$ cat src/rtl/ofmap_writer_pkg.sv
// Shared definitions for the output feature-map writer and its neighbours
// (partial-sum buffer, output SRAM wrapper).
package ofmap_writer_pkg;

   localparam int DATA_W_DEF = 32;
   localparam int ADDR_W_DEF = 16;

   typedef enum logic [1:0] {
      ST_IDLE  = 2'd0,
      ST_RUN   = 2'd1,
      ST_FLUSH = 2'd2,
      ST_DONE  = 2'd3
   } state_e;

endpackage

$ cat src/rtl/ofmap_writer_sync_fifo.sv
// Single-clock FIFO with occupancy count; a push into a full FIFO is only
// taken when a pop happens in the same cycle. Read data is zero while empty.
module sync_fifo
   import ofmap_writer_pkg::*;
#(
   parameter int DEPTH = 8,
   parameter int WIDTH = DATA_W_DEF,
   localparam int AW   = $clog2(DEPTH)
)(
   input  logic             clk,
   input  logic             rst,
   input  logic             clr_i,
   input  logic             push_i,
   input  logic             pop_i,
   input  logic [WIDTH-1:0] wdata_i,
   output logic [WIDTH-1:0] rdata_o,
   output logic             full_o,
   output logic             empty_o,
   output logic [AW:0]      level_o
);

   localparam logic [AW-1:0] PTR_ONE = AW'(1);
   localparam logic [AW:0]   LVL_ONE = (AW + 1)'(1);
   localparam logic [AW:0]   LVL_MAX = (AW + 1)'(DEPTH);

   logic [WIDTH-1:0] mem_q [DEPTH];
   logic [AW-1:0]    wr_ptr_q, wr_ptr_d, rd_ptr_q, rd_ptr_d;
   logic [AW:0]      level_q, level_d;
   logic             push_s, pop_s, full_s, empty_s;

   // Pointer and occupancy next-state; clear wins over any traffic.
   always_comb begin
      empty_s  = (level_q == {(AW + 1){1'b0}});
      full_s   = (level_q == LVL_MAX);
      pop_s    = pop_i & ~empty_s;
      push_s   = push_i & (~full_s | pop_s);
      wr_ptr_d = wr_ptr_q;
      rd_ptr_d = rd_ptr_q;
      level_d  = level_q;
      if (clr_i) begin
         wr_ptr_d = {AW{1'b0}};
         rd_ptr_d = {AW{1'b0}};
         level_d  = {(AW + 1){1'b0}};
      end else begin
         if (push_s) wr_ptr_d = wr_ptr_q + PTR_ONE;
         else        wr_ptr_d = wr_ptr_q;
         if (pop_s)  rd_ptr_d = rd_ptr_q + PTR_ONE;
         else        rd_ptr_d = rd_ptr_q;
         case ({push_s, pop_s})
            2'b10:   level_d = level_q + LVL_ONE;
            2'b01:   level_d = level_q - LVL_ONE;
            default: level_d = level_q;
         endcase
      end
   end

   // Pointer and occupancy registers.
   always_ff @(posedge clk or negedge rst) begin
      if (!rst) begin
         wr_ptr_q <= {AW{1'b0}};
         rd_ptr_q <= {AW{1'b0}};
         level_q  <= {(AW + 1){1'b0}};
      end else begin
         wr_ptr_q <= wr_ptr_d;
         rd_ptr_q <= rd_ptr_d;
         level_q  <= level_d;
      end
   end

   // Storage array; contents are only observable through a valid head.
   always_ff @(posedge clk) begin
      if (push_s && !clr_i) mem_q[wr_ptr_q] <= wdata_i;
   end

   assign rdata_o = empty_s ? {WIDTH{1'b0}} : mem_q[rd_ptr_q];
   assign full_o  = full_s;
   assign empty_o = empty_s;
   assign level_o = level_q;

endmodule

$ cat src/rtl/ofmap_writer.sv
// Drains pooled words from the partial-sum buffer into the output SRAM at
// sequential addresses, absorbing SRAM stalls and flagging lost words.
module ofmap_writer
   import ofmap_writer_pkg::*;
#(
   parameter int DATA_W     = DATA_W_DEF,
   parameter int ADDR_W     = ADDR_W_DEF,
   parameter int FIFO_DEPTH = 8,
   parameter int CNT_W      = 16,
   localparam int LVL_W     = $clog2(FIFO_DEPTH) + 1
)(
   input  logic              clk,
   input  logic              rst,
   input  logic              start,
   input  logic [ADDR_W-1:0] base_addr,
   input  logic [CNT_W-1:0]  total_words,
   input  logic              conv_valid,
   input  logic [DATA_W-1:0] conv_result,
   output logic              sram_we,
   output logic [ADDR_W-1:0] sram_addr,
   output logic [DATA_W-1:0] sram_wdata,
   input  logic              sram_ready,
   output logic              busy,
   output logic              done,
   output logic              overflow,
   output logic              excess,
   output logic [LVL_W-1:0]  fifo_level
);

   localparam logic [CNT_W-1:0]  CNT_ONE  = CNT_W'(1);
   localparam logic [ADDR_W-1:0] ADDR_ONE = ADDR_W'(1);

   state_e            state_q, state_d;
   logic [CNT_W-1:0]  tot_q, tot_d, in_cnt_q, in_cnt_d, out_cnt_q, out_cnt_d;
   logic [CNT_W-1:0]  in_inc_s, out_inc_s;
   logic [ADDR_W-1:0] wr_addr_q, wr_addr_d;
   logic              overflow_q, overflow_d, excess_q, excess_d;
   logic              start_ok_s, in_room_s, take_s, hs_s, push_s;
   logic              fifo_full_s, fifo_empty_s;
   logic [DATA_W-1:0] fifo_rdata_s;
   logic [LVL_W-1:0]  fifo_level_s;

   // Every in-tile strobe counts toward the tile even if dropped, so a
   // full FIFO cannot stall the FSM in RUN.
   always_comb begin
      start_ok_s = start & (state_q == ST_IDLE);
      in_room_s  = (state_q == ST_RUN) & (in_cnt_q < tot_q);
      take_s     = conv_valid & in_room_s;
      hs_s       = ~fifo_empty_s & sram_ready;
      push_s     = take_s & (~fifo_full_s | hs_s);
      in_inc_s   = in_cnt_q + CNT_ONE;
      out_inc_s  = out_cnt_q + CNT_ONE;
      state_d    = state_q;
      tot_d      = tot_q;
      in_cnt_d   = in_cnt_q;
      out_cnt_d  = out_cnt_q;
      wr_addr_d  = wr_addr_q;
      overflow_d = overflow_q;
      excess_d   = excess_q;
      if (start_ok_s) begin
         tot_d      = total_words;
         wr_addr_d  = base_addr;
         in_cnt_d   = {CNT_W{1'b0}};
         out_cnt_d  = {CNT_W{1'b0}};
         overflow_d = 1'b0;
         excess_d   = 1'b0;
         state_d    = (total_words == {CNT_W{1'b0}}) ? ST_DONE : ST_RUN;
      end else begin
         if (take_s) in_cnt_d = in_inc_s;
         else        in_cnt_d = in_cnt_q;
         if (hs_s) begin
            out_cnt_d = out_inc_s;
            wr_addr_d = wr_addr_q + ADDR_ONE;
         end else begin
            out_cnt_d = out_cnt_q;
            wr_addr_d = wr_addr_q;
         end
         if (take_s && !push_s) overflow_d = 1'b1;
         else                   overflow_d = overflow_q;
         if (conv_valid && !in_room_s) excess_d = 1'b1;
         else                          excess_d = excess_q;
         // Dropped words never reach SRAM, so FLUSH also ends on drain+overflow.
         case (state_q)
            ST_RUN: begin
               if (take_s && (in_inc_s == tot_q)) state_d = ST_FLUSH;
               else                               state_d = ST_RUN;
            end
            ST_FLUSH: begin
               if ((hs_s && (out_inc_s == tot_q)) || (fifo_empty_s && overflow_q)) state_d = ST_DONE;
               else                                                               state_d = ST_FLUSH;
            end
            ST_DONE: state_d = ST_IDLE;
            default: state_d = ST_IDLE;
         endcase
      end
   end

   // Control and address state.
   always_ff @(posedge clk or negedge rst) begin
      if (!rst) begin
         state_q    <= ST_IDLE;
         tot_q      <= {CNT_W{1'b0}};
         in_cnt_q   <= {CNT_W{1'b0}};
         out_cnt_q  <= {CNT_W{1'b0}};
         wr_addr_q  <= {ADDR_W{1'b0}};
         overflow_q <= 1'b0;
         excess_q   <= 1'b0;
      end else begin
         state_q    <= state_d;
         tot_q      <= tot_d;
         in_cnt_q   <= in_cnt_d;
         out_cnt_q  <= out_cnt_d;
         wr_addr_q  <= wr_addr_d;
         overflow_q <= overflow_d;
         excess_q   <= excess_d;
      end
   end

   sync_fifo #(
      .DEPTH (FIFO_DEPTH),
      .WIDTH (DATA_W)
   ) u_fifo (
      .clk     (clk),
      .rst     (rst),
      .clr_i   (start_ok_s),
      .push_i  (push_s),
      .pop_i   (hs_s),
      .wdata_i (conv_result),
      .rdata_o (fifo_rdata_s),
      .full_o  (fifo_full_s),
      .empty_o (fifo_empty_s),
      .level_o (fifo_level_s)
   );

   assign sram_we    = ~fifo_empty_s;
   assign sram_addr  = wr_addr_q;
   assign sram_wdata = fifo_rdata_s;
   assign busy       = (state_q == ST_RUN) | (state_q == ST_FLUSH);
   assign done       = (state_q == ST_DONE);
   assign overflow   = overflow_q;
   assign excess     = excess_q;
   assign fifo_level = fifo_level_s;

endmodule

$ cat config.mk
export PLATFORM = sky130hd
export DESIGN_NAME = ofmap_writer
export DESIGN_NICKNAME = d
export VERILOG_FILES = /design/src/rtl/ofmap_writer_pkg.sv /design/src/rtl/ofmap_writer_sync_fifo.sv /design/src/rtl/ofmap_writer.sv
export SDC_FILE = /design/constraint.sdc
export NUM_CORES = 1
export LEC_CHECK = 0
export ABC_CLOCK_PERIOD_IN_PS = 8750
export CORE_AREA = 2 2 165 167
export CTS_CLUSTER_DIAMETER = 100
export DETAILED_ROUTE_END_ITERATION = 6
export DIE_AREA = 0 0 167 169
export PLACE_DENSITY = 0.8
export SKIP_LAST_GASP = 1
export SLEW_MARGIN = 20
export SYNTH_ARGS = -nofsm -noshare
export SYNTH_HDL_FRONTEND = slang
export SYNTH_HIERARCHICAL = 1
export SYNTH_SLANG_ARGS = --single-unit
$ cat constraint.sdc
create_clock -name clk -period 8.75 [get_ports clk]
set_input_delay 2.625 -clock clk [delete_from_list [all_inputs] [get_ports clk]]
set_output_delay 2.625 -clock clk [all_outputs]
set_load 0.01 [all_outputs]
Yosys cells after proc, flatten, opt, wreduce, memory -nomap -nowiden

Memory sizes are Yosys's and may differ from the RTL's.
Index checks and enable logic that the tools add are counted.

Register bits after elaboration: 78
Bits in latches: 0
Bits in writable memories: 256
Bits in read-only memories: 0
Output and inout port bits: 57
Logic and storage cells: 83
Memories: 1

Memories:

| name         | words | bits a word | read ports | clocked after Yosys merged registers in | write ports | RTL line                     | source |
|---|---|---|---|---|---|---|---|
| u_fifo.mem_q | 8     | 32          | 1          | 0                                       | 1           | ofmap_writer_sync_fifo.sv:26 | `logic [WIDTH-1:0] mem_q [DEPTH];` |

$add $sub $neg: 7
Multiply operators: 0
Divide/modulo/power cells: 0
$lt $le $gt $ge: 1
Eq/ne operators: 8
Shift-type cells: 0
Mux-type cells: 24
Bitwise operators: 12
Reduce and logical (&&, ||, !) cells: 20

Operators with widths:

| operator                                                           | count |
|---|---|
| 16-bit 2-to-1 mux                                                  | 6 |
| 16-bit by 1-bit adder with 16-bit output, second input constant    | 3 |
| 16-bit == test                                                     | 2 |
| 32-bit 2-to-1 mux                                                  | 1 |
| 16-bit logical NOT                                                 | 1 |
| 16-bit < comparator                                                | 1 |
| 3-bit 2-to-1 mux                                                   | 4 |
| 2-bit nonzero test                                                 | 6 |
| 4-bit case mux with 2 select lines                                 | 1 |
| 1-bit AND                                                          | 7 |
| 1-bit 2-to-1 mux                                                   | 7 |
| 3-bit by 1-bit adder with 3-bit output, second input constant      | 2 |
| 2-bit == test, second input constant                               | 3 |
| 1-bit logical AND                                                  | 6 |
| 2-bit 2-to-1 mux                                                   | 3 |
| 4-bit by 1-bit adder with 4-bit output, second input constant      | 1 |
| 2-bit by 1-bit == test with 1-bit output, second input constant    | 2 |
| 4-bit == test, second input constant                               | 1 |
| 4-bit logical NOT                                                  | 1 |
| 4-bit 2-to-1 mux                                                   | 1 |
| 2-bit case mux with 2 select lines                                 | 1 |
| 4-bit by 1-bit subtractor with 4-bit output, second input constant | 1 |
| 1-bit logical NOT                                                  | 3 |
| 1-bit bitwise OR                                                   | 3 |
| 4 further kinds                                                    | 5 |

Depth between registers and ports, before layout

Word-level depth: 9
Mapped depth: 18
Depth with buffers taken out: 14

Cells and area by module

The synthesis kept the hierarchy.

By module, submodules not included:

| module       | times used | cells each | area an instance (um^2) | sequential area each (um^2) |
|---|---|---|---|---|
| sync_fifo    | 1          | 487        | 10413.7                 | 7937.6 |
| ofmap_writer | 1          | 558        | 4759.6                  | 1701.6 |

Least setup slack after synthesis

No wires, ideal clock.

Path type: input port to flip-flop
Start point: input conv_valid
End point: memory u_fifo/mem_q[4][0] (netlist bit), enable pin
Setup time: 0.513 ns
Data arrival time: 7.379 ns
Path slack: 0.858 ns
Stages: 8
Cells stage by stage: and2_1 -> clkbuf_1 -> clkbuf_1 -> nand2_1 -> a21oi_1 -> clkbuf_1 -> o21ai_1 -> nor4b_1

Cells in the longest elaborated chain, start to end: 6

RTL lines:

| what                                   | RTL line                     | source |
|---|---|---|
| start: declaration                     | ofmap_writer.sv:17           | `input logic conv_valid,` |
| 1-bit AND                              | ofmap_writer.sv:48           | `take_s = conv_valid & in_room_s;` |
| 1-bit AND                              | ofmap_writer.sv:50           | `push_s = take_s & (~fifo_full_s \| hs_s);` |
| named net push_s                       | ofmap_writer.sv:38           | `logic start_ok_s, in_room_s, take_s, hs_s, push_s;` |
| 1-bit AND                              | ofmap_writer_sync_fifo.sv:36 | `push_s = push_i & (~full_s \| pop_s);` |
| 1-bit logical AND                      | ofmap_writer_sync_fifo.sv:72 | `if (push_s && !clr_i) mem_q[wr_ptr_q] <= wdata_i;` |
| 1-bit 2-to-1 mux                       | ofmap_writer_sync_fifo.sv:72 |  |
| 1-bit 2-to-1 mux (not written as such) | ofmap_writer_sync_fifo.sv:72 |  |
| end: declaration                       | ofmap_writer_sync_fifo.sv:26 |  |

The timed path passes the listed nets, and every way through them passes these cells.

Worst setup path after layout

Start point: register u_fifo.rd_ptr_q[0]
End point: output sram_wdata[7]

Cells in the longest elaborated chain, start to end: 2

RTL lines:

| what                     | RTL line                     | source |
|---|---|---|
| start: declaration       | ofmap_writer_sync_fifo.sv:27 | `logic [AW-1:0] wr_ptr_q, wr_ptr_d, rd_ptr_q, rd_ptr_d;` |
| start signal: assignment | ofmap_writer_sync_fifo.sv:61 | `rd_ptr_q <= {AW{1'b0}};` |
| start signal: assignment | ofmap_writer_sync_fifo.sv:65 | `rd_ptr_q <= rd_ptr_d;` |
| memory 8 x 32 bit        | -                            |  |
| 32-bit 2-to-1 mux        | ofmap_writer_sync_fifo.sv:75 | `assign rdata_o = empty_s ? {WIDTH{1'b0}} : mem_q[rd_ptr_q];` |
| end: declaration         | ofmap_writer.sv:21           | `output logic [DATA_W-1:0] sram_wdata,` |

No other way between the ends.

==> metrics.txt <==
clk_skew=23.5 ps; io pins=126; Clock transition at path regs=60 ps; sequential element share of the synthesized area=0.635; die width=167 um; Final HPWL DP=20400 um; Clock Latency Late Sink=520 ps; diode count=0; CTS buffer count=36; Post-CTS Setup Inserts=0; final WL=34200 um; H-tree depth=2; #FFs+latches synth=334; placed cells=1469; syn_area_per_cell=14.5 um2; status=completed; die area=28200 um2; DR iter-0 viols=697; fin cells=1534; worst vdd ir=0.282 mV; max cap viols=0; CP endpoint kind=output pin; net switching power=0.00170 W; sequential power share=0.397; Final #Nets=1264; worst setup path class=flip-flop to output pin; vias post-DR=9265; grt ovf=0; input/output buffers=125; final hold viol count=0; Slew Viols, Final=0; FILL cells=1756; Core Area=26500 um2; vias in the first global route=9750; Ys Warns=6; crit path DAT=3470 ps; initial antenna violation count=0; ANT nets after route=0; Clk pwr share=0.282; Tcrit/Tclk final=0.696; LEAKAGE=6.44 nW; Main synth FF type=edfxtp_1; Routed WL per cell=22.3 um; CTS resizes=0; first-pass GRT wire length=53800 um; Slew HR=0.390; Setup Viol. Count Final=0; die height=169 um; net count after synthesis=1141; PD cells=305 nW/um2; FMAX=0.164 GHz; Max Root-Sink Buffers=3; library cells used by synthesis=79; Cell Area, Synth=15200 um2; post-synthesis instance total=1045; area added between synthesis and finish=18.9%; # DRC=0; critical path required time=6120 ps; Initial Utilization=0.573; Tmin final=6090 ps; Worst Path Max Fanout=37; min-delay worst type=flip-flop to flip-flop; largest net degree at the start of global routing=93; Synth async-reset ratio=0.234; # rows=60; vias per cell=6.04; Setup TNS Final=0 ps; Tightest Pin Transition=915 ps; CTS Sinks=334; layout cells sized above 1=0.144; CTS root buf=clkbuf_16; CTS tree=done; hold-fix buffers at CTS=0; logic gate share of total power=0.320; sw frac=0.309; Power, Total=0.00551 W; number of enable flip-flop cells after synthesis=256; GP Congestion=0.853; Setup crit start kind=flip-flop; Total GRT Usage=0.246; cell internal pwr=0.00380 W; RSZ-0062 raised after global routing=false; DRT Pass-1 Iters=5
## sequential cells by signal, summed over array words and instances, names as in the netlist
register / cells
u_fifo/wr_ptr_q: 3
out_cnt_q: 16
overflow: 1
in_cnt_q: 16
sram_addr: 16
u_fifo/level_o: 4
tot_q: 16
u_fifo/mem_q: 256
u_fifo/rd_ptr_q: 3
excess: 1
state_q: 2
## layout by cell type, fill, tap and decap left out, types with 4 or more instances in the layout
master / instances
nor4_1: 7
clkinv_1: 5
nand2_1: 71
nor2_1: 89
o211ai_1: 7
mux4_2: 64
nand4_1: 20
dfrtp_1: 75
mux2i_1: 35
clkbuf_16: 38
clkinvlp_4: 4
edfxtp_1: 256
o21ai_1: 4
a21oi_1: 19
bufinv_16: 5
a21o_1: 4
xnor2_1: 37
clkdlybuf4s50_1: 124
and3_1: 6
clkinv_2: 5
nor4_2: 4
inv_1: 32
ha_1: 27
and2_1: 11
or3_1: 5
nor3_1: 6
nand3_1: 37
xor2_1: 49
buf_4: 16
o21ai_0: 41
## critical path: stages, from the launching register on
cell	delay [ps]
dfrtp_4	810
buf_4	710
mux4_2	600
mux2i_1	210
nor2_1	80
clkdlybuf4s50_1	530
## cell usage after synthesis, drive strengths merged (3+ instances only)
| library cell | n | area, um2 |
|---|---|---|
| mux4 | 64 | 1440 |
| nor3b | 3 | 27.5 |
| nand4 | 20 | 125 |
| o2111ai | 3 | 26.3 |
| nor2b | 3 | 18.8 |
| or4 | 3 | 26.3 |
| xnor2 | 37 | 324 |
| a21oi | 20 | 104 |
| o41ai | 5 | 70.1 |
| nor4b | 3 | 26.3 |
| nand2b | 3 | 18.8 |
| dfrtp | 78 | 1950 |
| or3 | 6 | 42.5 |
| and3 | 6 | 37.5 |
| nand3 | 40 | 223 |
| clkbuf | 20 | 75.1 |
| o211ai | 7 | 52.6 |
| mux2i | 35 | 350 |
| o21ai | 46 | 234 |
| a21o | 4 | 30.0 |
| a211oi | 3 | 27.5 |
| nor2 | 92 | 348 |
| nand2 | 72 | 278 |
| buf | 37 | 189 |
| nor3 | 9 | 50.1 |
| a31oi | 3 | 18.8 |
| nor4 | 12 | 96.3 |
| ha | 27 | 338 |
| edfxtp | 256 | 7690 |
| and2 | 12 | 77.6 |
| xor2 | 49 | 429 |
| inv | 32 | 120 |
## path summary, 6_finish.rpt
path	cells past startpoint	end	slack [ps]	from
setup / recovery	5	sram_wdata[7]	2660	u_fifo/rd_ptr_q[0]$_DFFE_PN0P_
hold / removal	2	excess$_DFFE_PN0P_	490	excess$_DFFE_PN0P_
setup reg to reg	12	u_fifo/level_o[3]$_DFFE_PN0P_	4440	u_fifo/level_o[1]$_DFFE_PN0P_
hold reg to reg	2	excess$_DFFE_PN0P_	490	excess$_DFFE_PN0P_
max in group asynchronous	2	u_fifo/rd_ptr_q[0]$_DFFE_PN0P_	5710	rst
min in group asynchronous	1	out_cnt_q[10]$_DFFE_PN0P_	2070	rst
## cells by family (layout without fill, tap and decap cells)
kind of cell,count (synthesis),count (layout),share of synthesized area
and+or+nand+nor,294,294,0.0976
adders and majority gates,28,28,0.0229
buffers and inverters,90,238,0.0256
xor gates and xnor gates,86,86,0.0496
AOI/OAI and AO/OA,112,112,0.0495
muxes,101,101,0.120
DFF,334,334,0.635
## power groups by stage
stage,sequential (W),clock (W),combinational [W]
global route,0.00222,0.00164,0.00189
finish,0.00219,0.00155,0.00176
global placement,0.00220,0,0.00169
CTS,0.00219,0.00158,0.00176
floorplan,0.00211,0,0.00114
detailed placement,0.00221,0,0.00172
## routing by layer
layer	track usage	routed length [um]	up-vias
met5	0	0	-
met3	0.0402	2010	73
li1	-	-	4187
met1	0.316	13600	4675
met2	0.425	17600	330
met4	0.0915	1030	0
## per-stage QoR
step	setup slack (ps)	util	hold WS [ps]	area, um2
finish	2660	0.681	492	18000
global route	2430	0.681	522	18000
floorplan	858	-	495	15200
global placement	2550	0.632	487	16800
detailed placement	2480	0.632	483	16800
CTS	2510	0.679	499	18000
## layout make-up
type	count	area (um2)	area share
flip-flops and latches	334	9650	0.535
clock inverters	22	250	0.0139
well taps	341	427	0.0237
clock buffers	41	972	0.0539
multi-input cells	621	5200	0.288
inverters	33	124	0.00687
repair buffers	142	1420	0.0785
Note: power is estimated with default switching activity, not from simulation.
